`src/rtl/controle_lavagem.sv`:
```
`default_nettype none
// +--------------------------------------------------------------------------+
// | Module   : controle_lavagem                                              |
// | Purpose  : Wash-cycle sequencer of the washing machine. Runs             |
// |            fill -> wash -> drain -> refill -> rinse -> drain, then holds |
// |            iniciar_centrif high and watches the centrifugar pulse train  |
// |            of the downstream spin stage to detect the end of the spin.   |
// | Ports    : clk, rst (async, active-high)                                 |
// |            ligar, porta_fechada, nivel_cheio, centrifugar  (inputs)      |
// |            valvula_agua, motor_lavar, bomba_esvaziar, iniciar_centrif,   |
// |            ciclo_fim, erro, estado[2:0]                    (registered)  |
// | Options  : TIMEOUT_ENCHER_EN - enables the fill timeout (ENCHER -> ERRO  |
// |            after T_ENCHER_MAX unpaused cycles without nivel_cheio).      |
// |            Undefined: fill waits forever, erro is constant 0.            |
// | Revision : 1.0 - initial release                                         |
// +--------------------------------------------------------------------------+
module controle_lavagem #(
   parameter int unsigned T_LAVAR      = 20,
   parameter int unsigned T_ENXAGUAR   = 10,
   parameter int unsigned T_ESVAZIAR   = 15,
   parameter int unsigned T_ENCHER_MAX = 50
) (
   input  logic       clk,
   input  logic       rst,
   input  logic       ligar,
   input  logic       porta_fechada,
   input  logic       nivel_cheio,
   input  logic       centrifugar,
   output logic       valvula_agua,
   output logic       motor_lavar,
   output logic       bomba_esvaziar,
   output logic       iniciar_centrif,
   output logic       ciclo_fim,
   output logic       erro,
   output logic [2:0] estado
);

   typedef enum logic [2:0] {
      REPOUSO     = 3'd0,
      ENCHER      = 3'd1,
      LAVAR       = 3'd2,
      ESVAZIAR    = 3'd3,
      ENXAGUAR    = 3'd4,
      CENTRIFUGAR = 3'd5,
      FIM         = 3'd6,
      ERRO        = 3'd7
   } estado_t;

`ifdef TIMEOUT_ENCHER_EN
   localparam bit c_timeout_en = 1'b1;
`else
   localparam bit c_timeout_en = 1'b0;
`endif

   // Terminal counts: a timed state leaves on the edge where tempo == T-1.
   localparam logic [7:0] c_lavar_fim    = 8'(T_LAVAR - 1);
   localparam logic [7:0] c_enxaguar_fim = 8'(T_ENXAGUAR - 1);
   localparam logic [7:0] c_esvaziar_fim = 8'(T_ESVAZIAR - 1);
   localparam logic [7:0] c_encher_fim   = 8'(T_ENCHER_MAX - 1);

   estado_t    r_estado;
   estado_t    w_prox;
   logic [7:0] r_tempo;
   logic [7:0] w_tempo;
   logic       r_enxague;
   logic       w_enxague;
   logic       r_visto;
   logic       w_visto;
   logic       w_pausa;
   logic       r_valvula;
   logic       r_motor;
   logic       r_bomba;
   logic       r_iniciar;
   logic       r_fim;
   logic       r_erro;

   // Next-state logic. The door pause only applies to the active states
   // (ENCHER..CENTRIFUGAR): the state and tempo are held and the actuators
   // are dropped on the same edge.
   always_comb begin
      w_prox    = r_estado;
      w_tempo   = r_tempo;
      w_enxague = r_enxague;
      w_visto   = r_visto;
      w_pausa   = 1'b0;

      case (r_estado)
         REPOUSO: begin
            if (ligar && porta_fechada) begin
               w_prox    = ENCHER;
               w_enxague = 1'b0;
            end
         end

         FIM: w_prox = REPOUSO;

         ERRO: w_prox = ERRO;

         default: begin
            if (!porta_fechada) begin
               w_pausa = 1'b1;
               // Dropping iniciar_centrif resets the spin stage, so any
               // pulses already seen no longer count.
               if (r_estado == CENTRIFUGAR) begin
                  w_visto = 1'b0;
               end
            end else begin
               case (r_estado)
                  ENCHER: begin
                     if (nivel_cheio) begin
                        w_prox = r_enxague ? ENXAGUAR : LAVAR;
                     end else if (c_timeout_en && (r_tempo == c_encher_fim)) begin
                        w_prox = ERRO;
                     end else begin
                        w_tempo = r_tempo + 8'd1;
                     end
                  end
                  LAVAR: begin
                     if (r_tempo == c_lavar_fim) w_prox = ESVAZIAR;
                     else                        w_tempo = r_tempo + 8'd1;
                  end
                  ENXAGUAR: begin
                     if (r_tempo == c_enxaguar_fim) w_prox = ESVAZIAR;
                     else                           w_tempo = r_tempo + 8'd1;
                  end
                  ESVAZIAR: begin
                     if (r_tempo == c_esvaziar_fim) begin
                        if (!r_enxague) begin
                           w_prox    = ENCHER;
                           w_enxague = 1'b1;
                        end else begin
                           w_prox = CENTRIFUGAR;
                        end
                     end else begin
                        w_tempo = r_tempo + 8'd1;
                     end
                  end
                  CENTRIFUGAR: begin
                     // End of spin: the pulse train stops after having started.
                     if (centrifugar)  w_visto = 1'b1;
                     else if (r_visto) w_prox  = FIM;
                  end
                  default: w_prox = r_estado;
               endcase
            end
         end
      endcase

      if (w_prox != r_estado) begin
         w_tempo = 8'd0;
         if (w_prox == CENTRIFUGAR) begin
            w_visto = 1'b0;
         end
      end
   end

   // State and outputs share one register stage, so the outputs always
   // describe the state being entered on this edge.
   always_ff @(posedge clk or posedge rst) begin
      if (rst) begin
         r_estado  <= REPOUSO;
         r_tempo   <= 8'd0;
         r_enxague <= 1'b0;
         r_visto   <= 1'b0;
         r_valvula <= 1'b0;
         r_motor   <= 1'b0;
         r_bomba   <= 1'b0;
         r_iniciar <= 1'b0;
         r_fim     <= 1'b0;
         r_erro    <= 1'b0;
      end else begin
         r_estado  <= w_prox;
         r_tempo   <= w_tempo;
         r_enxague <= w_enxague;
         r_visto   <= w_visto;
         r_valvula <= (w_prox == ENCHER) && !w_pausa;
         r_motor   <= ((w_prox == LAVAR) || (w_prox == ENXAGUAR)) && !w_pausa;
         r_bomba   <= ((w_prox == ESVAZIAR) || (w_prox == CENTRIFUGAR)) && !w_pausa;
         r_iniciar <= (w_prox == CENTRIFUGAR) && !w_pausa;
         r_fim     <= (w_prox == FIM);
         r_erro    <= c_timeout_en && (w_prox == ERRO);
      end
   end

   assign valvula_agua    = r_valvula;
   assign motor_lavar     = r_motor;
   assign bomba_esvaziar  = r_bomba;
   assign iniciar_centrif = r_iniciar;
   assign ciclo_fim       = r_fim;
   assign erro            = r_erro;
   assign estado          = r_estado;

endmodule
`default_nettype wire
```
`config.mk`:
```
export PLATFORM = sky130hd
export DESIGN_NAME = controle_lavagem
export DESIGN_NICKNAME = d
export VERILOG_FILES = /design/src/rtl/controle_lavagem.sv
export SDC_FILE = /design/constraint.sdc
export NUM_CORES = 1
export LEC_CHECK = 0
export BUFFER_PORTS_ARGS = -buffer_cell sky130_fd_sc_hd__buf_2
export CORE_AREA = 2 2 63 65
export CTS_CLUSTER_DIAMETER = 40
export DETAILED_ROUTE_END_ITERATION = 6
export DIE_AREA = 0 0 65 67
export GPL_TIMING_DRIVEN = 1
export PLACE_DENSITY_LB_ADDON = 0.15
export RECOVER_POWER = 25
export SETUP_SLACK_MARGIN = 0.4
export SYNTH_ARGS = -nofsm -noshare
export SYNTH_HDL_FRONTEND = slang
export SYNTH_SLANG_ARGS = --single-unit
export TNS_END_PERCENT = 1
```
`constraint.sdc`:
```
create_clock -name clk -period 3 [get_ports clk]
set_clock_uncertainty 0.1 [all_clocks]
set_input_delay 0.3 -clock clk [delete_from_list [all_inputs] [get_ports clk]]
set_output_delay 0.3 -clock clk [all_outputs]
set_load 0.05 [all_outputs]
```
==> metrics <==
YS warnings 0; Sw Share 0.539; top post-synthesis cells by area dfrtp_1, nor3_2, clkbuf_8, xnor2_1, nor2_1; clk root buf clkbuf_8; outcome finished clean; Logic pwr share 0.701; Post-Syn Instances 159; Final WS setup 617 ps; post-route clock period utilization 0.794; Die Span Y 67 um; area of the mapped netlist 1470 sq um; CP Depth 8; clock latency on the worst-skew pair 250 ps; crit path DAT 2410 ps; FF-to-FF setup slack 620 ps; setup violators final 0; M1 wire length 1560 um; synth-to-layout area growth 7.23%; RSZ-0062 raised after global routing no; worst slack, placed 487 ps; critical path's largest stage delay 390 ps; r2r endpoint r_tempo[5]; Yosys reg bits 18; initial DRC count 165; CP required 3030 ps; Leak 0.000639 uW; most used flip-flop cell after synthesis dfrtp_1; Tightest Pin Transition 708 ps; Clock power frac 0.109; Mapped Nets 169; # H-tree levels 1; Placeable Area 3610 sq um; number of enable flip-flop cells after synthesis 0; post-layout util 0.438; post-synthesis sequential area ratio 0.306; drt total wl 3290 um; fmax 0.420 GHz; grt ovf 0; n_diodes 0; gpl congestion 0.931; critical path type flip-flop to flip-flop; Initial Util 0.408; via count 1222; initial antenna violation count 0; Yosys cell types 52; vias in the first global route 1179; Worst setup startpoint estado[1]; critical path's slowest cell a211o_1; Reg2Reg Depth 8; die width 65 um; Clock Pin Slew Worst Setup and Hold Paths 70 ps; met3 wire len 171 um; startpoint types flip-flop; # nets final 181; met2 wire length 1490 um; Avg WL per Cell 15.1 um; Critical Path, Cell by Cell ha_1 > buf_4 > and2b_2 > o311ai_0 > a211o_1 > nor4_1 > xnor2_1 > nor3_2; CP bufs+invs 1; row cnt 22; layout cell share with drive strength beyond 1 0.259; drt pass-1 iters 4; # DRC 0; IO Pins 15; Pwr Total 1810 uW; CTS buffer count 3; Tmin final 2380 ps; ANT nets after route 0; die footprint 4360 sq um; Pins Over Slew Limit 0; CTS sink cnt 18; GRT Total Usage 0.170; element type at the critical path end flip-flop; Max clock buf depth 2; ys async rst share 1.00; maxcap violations 0; Crit path max-delay family simple AND/OR/NAND/NOR gates; Top Layer Used met4; pin count of the biggest net entering global routing 20; Pwr Density 1150 nW/um^2; Int Power 835 uW; post-route cell area 1580 sq um; final hold violation count 0; RR Startpoint estado[1]; Min-Delay Path Class primary input to async pin; Port Buf Inserts 13; post-synth top area cell dfrtp_1; first-pass GRT wire length 5690 um; Synth top area share 0.306; fillers 362; Worst Setup EP r_tempo[5]; HPWL Detailed 2390 um; peak supply drop 0.000565 V; TNS Setup 0 ps; Avg Vias per Cell 5.61; CTS tree done; placed inst area 1520 sq um; sequential cell fraction of total power 0.190; worst-path fanout max 11; Avg Inst Size Synth 9.25 sq um; Slew headroom 0.528; P_sw 977 uW
[worst min path at each step]
stage | slack [ps] | cells after the start | endpoint
global route | 100 | 2 | r_tempo[4]
finish | 50 | 2 | r_tempo[4]
floorplan | 140 | 1 | bomba_esvaziar
CTS | 60 | 2 | r_tempo[7]
detailed placement | 340 | 2 | r_tempo[7]
global placement | 320 | 2 | valvula_agua
[flip-flops by register name, summed over array words and instances, names as in the netlist]
| name | count |
|---|---|
| ciclo_fim | 1 |
| motor_lavar | 1 |
| iniciar_centrif | 1 |
| bomba_esvaziar | 1 |
| r_tempo | 8 |
| r_enxague | 1 |
| estado | 3 |
| r_visto | 1 |
| valvula_agua | 1 |
[routing by layer]
layer / track usage / vias to the layer above
met1: 0.233 / 589
met3: 0.0287 / 6
met4: 0.0718 / 0
met5: 0 / -
met2: 0.262 / 35
li1: - / 592
[cell usage after synthesis, drive strengths merged (2+ instances only)]
library cell and instances:
dfrtp 18, nor3 18, nor2 16, inv 13, a21oi 8, xnor2 7
clkbuf 6, nand2 6, nand3 5, nand3b 5, nor4 5, o21ai 5
buf 4, ha 4, o22ai 4, nor2b 3, a31oi 2, mux2i 2
nand4 2, o32ai 2, or2b 2
[worst reg2reg max path: cells and delay by family (launching register included)]
kind	cells	cell delay, ps
buffers and inverters	1	170
flip-flops	1	380
AO/OA/AOI/OAI	2	550
AND/OR/NAND/NOR	3	680
adder cells (fa/ha/maj)	1	200
XOR/XNOR	1	190
[cell families after synthesis]
group / after synthesis / synth area share
xor+xnor: 8 / 0.0476
buf+inv: 23 / 0.108
fa+ha+maj: 4 / 0.0340
mux: 3 / 0.0213
simple gates: 69 / 0.299
compound gates: 33 / 0.181
other cells: 1 / 0.00255
flops: 18 / 0.306
[timing repair]
item / CTS / global route
endpoints found under the hold margin: 0 / 0
setup buffers: 0 / 0
gates resized for setup: 0 / 2
endpoints found under the setup margin: 0 / 12
hold buffers: 0 / 0
[layout make-up]
cell class / count / area [sq um] / area share
Tap cell: 48 / 60.1 / 0.0381
Sequential cell: 18 / 450 / 0.285
Clock buffer: 4 / 55.1 / 0.0349
Multi-Input combinational cell: 118 / 868 / 0.550
Inverter: 13 / 48.8 / 0.0309
Timing Repair Buffer: 17 / 95.1 / 0.0603
[stage by stage]
step / hold slack [ps] / std cells
2_1_floorplan: 139 / 159
4_1_cts: 61.0 / 218
3_3_place_gp: 321 / 214
6_report: 46.7 / 218
3_5_place_dp: 341 / 214
5_1_grt: 105 / 218
[cell usage in the layout, fill, tap and decap left out, types with 5 or more instances in the layout]
master	count
dfrtp_1	18
nor2_1	16
inv_1	13
buf_2	13
nor3_2	9
nor3_1	9
a21oi_1	8
xnor2_1	7
nand2_1	6
nand3_1	5
[power groups by stage]
stage | Combinational (uW) | Sequential, uW | Clock [uW]
2_1_floorplan | 933 | 467 | 0
3_3_place_gp | 1240 | 349 | 0
3_5_place_dp | 1250 | 349 | 0
4_1_cts | 1260 | 345 | 205
5_1_grt | 1370 | 351 | 215
6_report | 1270 | 345 | 198
Note: power is estimated with default switching activity, not from simulation.
